File: src/rtl/router_pkg.sv
// -----------------------------------------------------------------------------
// router_pkg
// Shared definitions for the packet router controller:
//   - NUM_PORTS     : number of destination FIFOs (fixed at 3)
//   - ADDR_INVALID  : header address with no FIFO behind it (packet dropped)
//   - header field positions (address in [1:0], payload length in [7:2])
//   - state_t and the FSM state encodings
//   - port_onehot() : address to one-hot port mask (zero for ADDR_INVALID)
// -----------------------------------------------------------------------------
package router_pkg;

    localparam int NUM_PORTS = 3;

    localparam logic [1:0] ADDR_INVALID = 2'b11;

    // Header byte layout
    localparam int HDR_ADDR_LSB = 0;
    localparam int HDR_ADDR_MSB = 1;
    localparam int HDR_LEN_LSB  = 2;
    localparam int HDR_LEN_MSB  = 7;

    // FSM encoding kept as plain constants so older tools and waveform
    // scripts that match on raw values keep working.
    typedef logic [2:0] state_t;

    localparam state_t DECODE_ADDRESS     = 3'd0;
    localparam state_t WAIT_TILL_EMPTY    = 3'd1;
    localparam state_t LOAD_FIRST_DATA    = 3'd2;
    localparam state_t LOAD_DATA          = 3'd3;
    localparam state_t FIFO_FULL_STATE    = 3'd4;
    localparam state_t CHECK_PARITY_ERROR = 3'd5;
    localparam state_t DROP_PACKET        = 3'd6;

    // The invalid address shifts out of the 3-bit window and yields an
    // all-zero mask, so it can never select a FIFO.
    function automatic logic [NUM_PORTS-1:0] port_onehot(input logic [1:0] addr);
        logic [3:0] dec;
        dec = 4'b0001 << addr;
        return dec[NUM_PORTS-1:0];
    endfunction

endpackage

File: src/rtl/router_ctrl_timeout.sv
// -----------------------------------------------------------------------------
// router_ctrl_timeout
// Watchdog for one destination FIFO. Counts cycles in which the FIFO holds
// data but its reader is idle; when the count reaches TIMEOUT the port's
// soft reset pulses for exactly one cycle and the count restarts.
//
// Ports:
//   clk      in  1  rising-edge clock
//   rstn     in  1  asynchronous active-low reset
//   vld      in  1  FIFO holds data
//   rd_en    in  1  reader is draining the FIFO this cycle
//   soft_rst out 1  one-cycle soft reset pulse for this FIFO
// -----------------------------------------------------------------------------
module router_ctrl_timeout #(
    parameter int TIMEOUT = 30
) (
    input  logic clk,
    input  logic rstn,
    input  logic vld,
    input  logic rd_en,
    output logic soft_rst
);

    localparam int            CW    = $clog2(TIMEOUT + 1);
    localparam logic [CW-1:0] LIMIT = CW'(TIMEOUT);

    logic [CW-1:0] idle_cnt;

    // NOTE: sequential state is updated with non-blocking assignments only,
    // so every flop samples the pre-edge value of its neighbours.
    always_ff @(posedge clk or negedge rstn) begin
        if (!rstn) begin
            idle_cnt <= '0;
        end else if (idle_cnt == LIMIT) begin
            // Pulse cycle: restart so the pulse is a single cycle wide.
            idle_cnt <= '0;
        end else if (vld && !rd_en) begin
            idle_cnt <= idle_cnt + CW'(1);
        end else begin
            idle_cnt <= '0;
        end
    end

    assign soft_rst = (idle_cnt == LIMIT);

endmodule

File: src/rtl/router_ctrl.sv
// -----------------------------------------------------------------------------
// router_ctrl
// Control FSM of a 1-to-3 packet router. Accepts a byte stream from the
// source (header, payload bytes, then a parity byte marked by pkt_valid=0),
// steers it into the addressed destination FIFO and runs a per-port idle
// watchdog that soft-resets FIFOs nobody is reading.
//
// Optional feature (macro ROUTER_CTRL_PARITY_CHK_EN):
//   defined   : running XOR over header+payload is compared with the parity
//               byte; err is set after the CHECK_PARITY_ERROR cycle and held
//               until the next header is accepted.
//   undefined : no parity logic, err tied low, CHECK_PARITY_ERROR unused.
//
// Ports:
//   clk        in  1  rising-edge clock
//   rstn       in  1  asynchronous active-low reset
//   pkt_valid  in  1  source byte valid (low marks the parity byte)
//   data_in    in  8  source byte (header: [1:0] addr, [7:2] length)
//   fifo_full  in  3  per-FIFO full flags
//   fifo_empty in  3  per-FIFO empty flags
//   rd_en      in  3  per-FIFO read enables from the destinations
//   busy       out 1  source must hold its current byte
//   dout       out 8  FIFO write data (zero when nothing is written)
//   write_enb  out 3  one-hot FIFO write strobe
//   lfd_state  out 1  header tag, high in the cycle before the header write
//   soft_rst   out 3  per-FIFO one-cycle soft reset
//   vld_out    out 3  per-FIFO data available
//   err        out 1  parity error flag
// -----------------------------------------------------------------------------
module router_ctrl #(
    parameter int NUM_PORTS = 3,
    parameter int TIMEOUT   = 30
) (
    input  logic                 clk,
    input  logic                 rstn,
    input  logic                 pkt_valid,
    input  logic [7:0]           data_in,
    input  logic [NUM_PORTS-1:0] fifo_full,
    input  logic [NUM_PORTS-1:0] fifo_empty,
    input  logic [NUM_PORTS-1:0] rd_en,
    output logic                 busy,
    output logic [7:0]           dout,
    output logic [NUM_PORTS-1:0] write_enb,
    output logic                 lfd_state,
    output logic [NUM_PORTS-1:0] soft_rst,
    output logic [NUM_PORTS-1:0] vld_out,
    output logic                 err
);

    import router_pkg::*;

    state_t               state;
    state_t               next_state;
    logic [7:0]           hdr_reg;
    logic [1:0]           addr_reg;

    logic [1:0]           in_addr;
    logic                 in_empty;
    logic [NUM_PORTS-1:0] port_sel;
    logic                 port_full;
    logic                 port_empty;
    logic                 port_srst;
    logic                 hdr_accept;
    logic                 wr_req;

    // -------------------------------------------------------------------------
    // Per-port status seen through the latched address
    // -------------------------------------------------------------------------
    assign in_addr    = data_in[HDR_ADDR_MSB:HDR_ADDR_LSB];
    assign in_empty   = |(fifo_empty & port_onehot(in_addr));
    assign port_sel   = port_onehot(addr_reg);
    assign port_full  = |(fifo_full  & port_sel);
    assign port_empty = |(fifo_empty & port_sel);
    assign port_srst  = |(soft_rst   & port_sel);
    assign hdr_accept = (state == DECODE_ADDRESS) && pkt_valid;

    // -------------------------------------------------------------------------
    // Next state and datapath controls
    // -------------------------------------------------------------------------
    // NOTE: every output of this block gets a default before the case, so no
    // path leaves a signal unassigned and no latch is inferred.
    always_comb begin
        next_state = state;
        busy       = 1'b0;
        wr_req     = 1'b0;
        dout       = 8'h00;

        case (state)
            DECODE_ADDRESS: begin
                if (pkt_valid) begin
                    if (in_addr == ADDR_INVALID) begin
                        next_state = DROP_PACKET;
                    end else if (in_empty) begin
                        next_state = LOAD_FIRST_DATA;
                    end else begin
                        next_state = WAIT_TILL_EMPTY;
                    end
                end
            end

            WAIT_TILL_EMPTY: begin
                busy = 1'b1;
                if (port_srst) begin
                    next_state = DECODE_ADDRESS;
                end else if (port_empty) begin
                    next_state = LOAD_FIRST_DATA;
                end
            end

            LOAD_FIRST_DATA: begin
                busy = 1'b1;
                if (port_srst) begin
                    next_state = DECODE_ADDRESS;
                end else begin
                    wr_req     = 1'b1;
                    dout       = hdr_reg;
                    next_state = LOAD_DATA;
                end
            end

            LOAD_DATA: begin
                // Only a full FIFO stalls the source; the byte on data_in
                // stays put until the FIFO drains.
                busy = port_full;
                if (port_srst) begin
                    next_state = DECODE_ADDRESS;
                end else if (port_full) begin
                    next_state = FIFO_FULL_STATE;
                end else begin
                    wr_req = 1'b1;
                    dout   = data_in;
                    if (!pkt_valid) begin
`ifdef ROUTER_CTRL_PARITY_CHK_EN
                        next_state = CHECK_PARITY_ERROR;
`else
                        next_state = DECODE_ADDRESS;
`endif
                    end
                end
            end

            FIFO_FULL_STATE: begin
                busy = 1'b1;
                if (port_srst) begin
                    next_state = DECODE_ADDRESS;
                end else if (!port_full) begin
                    next_state = LOAD_DATA;
                end
            end

            CHECK_PARITY_ERROR: begin
                busy       = 1'b1;
                next_state = DECODE_ADDRESS;
            end

            DROP_PACKET: begin
                // Bytes are consumed and discarded; the parity byte
                // (pkt_valid low) ends the packet.
                if (!pkt_valid) begin
                    next_state = DECODE_ADDRESS;
                end
            end

            default: begin
                next_state = DECODE_ADDRESS;
            end
        endcase
    end

    assign write_enb = wr_req ? port_sel : '0;

    // The FIFOs register this tag internally, so it leads the header write
    // by one cycle. Held low in reset so a byte sitting on data_in during
    // reset is never tagged as a header.
    assign lfd_state = rstn && (next_state == LOAD_FIRST_DATA);

    // -------------------------------------------------------------------------
    // State, header and address registers
    // -------------------------------------------------------------------------
    always_ff @(posedge clk or negedge rstn) begin
        if (!rstn) begin
            state    <= DECODE_ADDRESS;
            hdr_reg  <= 8'h00;
            addr_reg <= 2'b00;
        end else begin
            state <= next_state;
            if (hdr_accept) begin
                hdr_reg  <= data_in;
                addr_reg <= in_addr;
            end
        end
    end

    // -------------------------------------------------------------------------
    // Parity checking
    // -------------------------------------------------------------------------
`ifdef ROUTER_CTRL_PARITY_CHK_EN
    logic [7:0] parity_acc;
    logic [7:0] parity_rx;
    logic       err_q;

    always_ff @(posedge clk or negedge rstn) begin
        if (!rstn) begin
            parity_acc <= 8'h00;
            parity_rx  <= 8'h00;
            err_q      <= 1'b0;
        end else begin
            if (hdr_accept) begin
                parity_acc <= data_in;
                err_q      <= 1'b0;
            end else if ((state == LOAD_DATA) && wr_req && pkt_valid) begin
                parity_acc <= parity_acc ^ data_in;
            end

            if ((state == LOAD_DATA) && wr_req && !pkt_valid) begin
                parity_rx <= data_in;
            end

            if (state == CHECK_PARITY_ERROR) begin
                err_q <= (parity_acc != parity_rx);
            end
        end
    end

    assign err = err_q;
`else
    assign err = 1'b0;
`endif

    // -------------------------------------------------------------------------
    // Per-port availability and idle watchdogs
    // -------------------------------------------------------------------------
    assign vld_out = ~fifo_empty;

    for (genvar i = 0; i < NUM_PORTS; i++) begin : g_watchdog
        router_ctrl_timeout #(
            .TIMEOUT (TIMEOUT)
        ) u_timeout (
            .clk      (clk),
            .rstn     (rstn),
            .vld      (vld_out[i]),
            .rd_en    (rd_en[i]),
            .soft_rst (soft_rst[i])
        );
    end

endmodule

File: config.mk
export PLATFORM = sky130hd
export DESIGN_NAME = router_ctrl
export DESIGN_NICKNAME = d
export VERILOG_FILES = /design/src/rtl/router_pkg.sv /design/src/rtl/router_ctrl_timeout.sv /design/src/rtl/router_ctrl.sv
export SDC_FILE = /design/constraint.sdc
export NUM_CORES = 1
export LEC_CHECK = 0
export ABC_AREA = 0
export CAP_MARGIN = 20
export CORE_ASPECT_RATIO = 1.75
export CORE_MARGIN = 2
export CORE_UTILIZATION = 51
export CTS_BUF_LIST = sky130_fd_sc_hd__clkbuf_8
export CTS_CLUSTER_DIAMETER = 80
export DETAILED_ROUTE_END_ITERATION = 12
export HOLD_SLACK_MARGIN = 0.03
export PLACE_DENSITY_LB_ADDON = 0.3
export SYNTH_ARGS = -nofsm -noshare
export SYNTH_HDL_FRONTEND = slang
export SYNTH_SLANG_ARGS = --single-unit
File: constraint.sdc
create_clock -name clk -period 3 [get_ports clk]
set_input_delay 0.6 -clock clk [delete_from_list [all_inputs] [get_ports clk]]
set_output_delay 0.6 -clock clk [all_outputs]
set_load 0.01 [all_outputs]
==> flow_summary.ini <==
[power]
power_density_nw_per_um2 = 798.6
leakagePower_nw = 1.006
peakVddDrop_mv = 0.7140
total_power_mw = 1.723

[flow_run]
max-cap-violations = 0

[drt]
topRoutingLayerUsed = met4
wirelength_mm = 3.707
drc = 0
drt-met1-wl_mm = 1.400
wl_per_cell_um = 14.95
met2_length_mm = 2.112
dr_wl_met3_um = 121
firstDrtPassIters = 4
drtAntennaViolNets = 0
vias = 1334
drt_iter0_drc = 26
vias_per_cell = 5.379

[synth]
ys_ff_latch = 26
synth-async-reset-ratio_pct = 100.0
synthXorXnorAreaFrac_pct = 4.907
synth_compound_area_share_pct = 12.54
synth_edf_count = 0
synth_flop_cell = dfrtp_1
ys_seq_area_share_pct = 40.50
synth_cell_types = 40
synth_fp_nets = 182
synth_top_family_by_area = simple AND/OR/NAND/NOR gates
synth_fa_ha_area_share_pct = 4.673
synthSimpleGateAreaFrac_pct = 21.26
netlist_area_um2 = 1607
syn_inst = 156
synth.avg_cell_area_um2 = 10.30
ys_warn_count = 0
synth_mux_area_share_pct = 8.178

[critical_path]
cp_slowest_stage_delay_ps = 530
r2r-start = hdr_reg[1]$_DFFE_PN0P_
end_kind = primary output
r2r_end = state[0]$_DFF_PN0_
critPathMaxFanout = 4
critPathLaunch = data_in[0]
cp.arrival_ps = 2310
crit_required_ps = 2400
cp-start-kind = primary input
ff2ff_path_depth = 8
path_cells = clkdlybuf4s50_1, mux2_2, o211ai_1, a21oi_1, a211o_1, and4bb_1, clkbuf_2
cp_slowest_cell = clkdlybuf4s50_1
crit_path_end = lfd_state
r2r_slack_ps = 1130
worst-setup-path-type = primary input to primary output

[global_route]
grt_max_degree = 27
grt_pass1_vias = 1429
grt_pass1_wl_mm = 6.272
grt_overflow_total = 0
antenna_found_initial = 0
track_usage_pct = 22.85

[floorplan]
start_util_pct = 52.26
ios = 40
rows = 27
die_w_um = 46.43
dieHeight_um = 78.25
die_area_um2 = 3633
coreArea_um2 = 3074

[clocking]
cts_buffers = 3
htree_num_levels = 1
cts.clk_slew.worst_paths_ps = 80
clk_latency_ps = 260
cts_sinks = 26
cts-root-buf = clkbuf_8
clock_path_buffers = 2
hold_buffers = 0
cts_tree = built

[final_layout]
fin_nets = 232
layout-drive-gt1-share_pct = 27.32
most-common-layout-cells = 24 x dfrtp_1, 23 x clkdlybuf4s50_1, 19 x nor2_1
diodes = 0
fillers = 243
area_growth_pct = 34.27
largest_reg_flops = 15
fin_util_pct = 70.17
final_common_cell = dfrtp_1

[timing]
setup_viol = 0
fin_hold_ws_ps = 493.3
slew_violations = 0
fin_skew_ps = 4.008
post-route-min-period_ps = 2914
hold_viol_final = 0
fmax_mhz = 343.2
period_share_pct = 97.14

[placed_design]
io_buffers = 38
gp_congestion = 0.8458
detailed_place_hpwl_mm = 2.918

[worst_hold_path]
hold_class = register to register

[status]
status = completed
## report_power, final
part | internal, mW | switching [mW]
clock | 0.178 | 0.103
sequential | 0.434 | 0.129
combinational | 0.488 | 0.389
total | 1.10 | 0.622
## metrics by stage
stage	worst slack [ps]	TNS, ps	cell area (µm²)	cells
2_1_floorplan	562.1	0	1607	156
3_3_place_gp	-273.1	-2086	2037	236
3_5_place_dp	-321.6	-2533	2037	236
5_1_grt	-36.71	-169.6	2157	248
4_1_cts	-165.7	-219.0	2143	246
6_report	85.82	0	2157	248
## routing by layer
layer	vias to the layer above	track usage [%]
met1	650	25.95
met2	36	40.97
met4	0	7.714
li1	638	-
met5	-	0
met3	10	3.218
## what timing repair did
action / 4_1_cts / 5_1_grt
endpoints found under the hold margin: 0 / 0
buffers inserted: 6 / 3
endpoints found under the setup margin: 13 / 10
gates resized for setup: 16 / 27
pin swaps: 1 / 5
## cells in the mapped netlist, types with 3 or more instances
master   number  area, µm²
buf_2         3      15.01
xor2_1        6      52.55
a22o_1        8      70.07
inv_1         8      30.03
xnor2_1       3      26.28
nand2_1       7      26.28
mux2i_1       3      30.03
a21oi_1       4      20.02
buf_4         7      52.55
o21ai_0       4      20.02
mux2_2        9      101.4
ha_1          6      75.07
nand3_1       7      35.03
or3_1         3      18.77
nor2_1       19      71.32
dfrtp_1      26      650.6
## critical path, delay by kind of cell
family,cells,cell delay (ps)
buffers and inverters,2,650
AOI/OAI and AO/OA,3,500
muxes,1,360
and+or+nand+nor,1,190
## how the worst min path moves through the flow
stage               depth (start not counted)                                          start                                             to  slack (ps)
floorplan                                   0                                           rstn  g_watchdog[0].u_timeout.idle_cnt[0]$_DFF_PN0_         300
global placement                            1  g_watchdog[1].u_timeout.idle_cnt[0]$_DFF_PN0_  g_watchdog[1].u_timeout.idle_cnt[0]$_DFF_PN0_         470
detailed placement                          1  g_watchdog[2].u_timeout.idle_cnt[0]$_DFF_PN0_  g_watchdog[2].u_timeout.idle_cnt[0]$_DFF_PN0_         480
CTS                                         1  g_watchdog[2].u_timeout.idle_cnt[0]$_DFF_PN0_  g_watchdog[2].u_timeout.idle_cnt[0]$_DFF_PN0_         490
global route                                1  g_watchdog[2].u_timeout.idle_cnt[0]$_DFF_PN0_  g_watchdog[2].u_timeout.idle_cnt[0]$_DFF_PN0_         510
finish                                      1  g_watchdog[1].u_timeout.idle_cnt[0]$_DFF_PN0_  g_watchdog[1].u_timeout.idle_cnt[0]$_DFF_PN0_         490
## layout make-up
type                    count  area [µm²]  share of cell area, %
well taps                  43       53.80                  2.494
multi-input cells         109       852.1                  39.50
flip-flops and latches     26       653.1                  30.28
inverters                   8       30.03                  1.392
repair buffers             58       496.7                  23.03
clock inverters             1       30.03                  1.392
clock buffers               3       41.29                  1.914
## logic make-up (layout without fill, tap and decap cells)
group                      Yosys count  in the layout
xor gates and xnor gates             9              9
and+or+nand+nor                     56             56
DFF                                 26             26
buffers and inverters               21             70
other                                1              1
AOI/OAI and AO/OA                   25             25
adders and majority gates            6              6
muxes                               12             12
(Power assumes the default switching activity.)
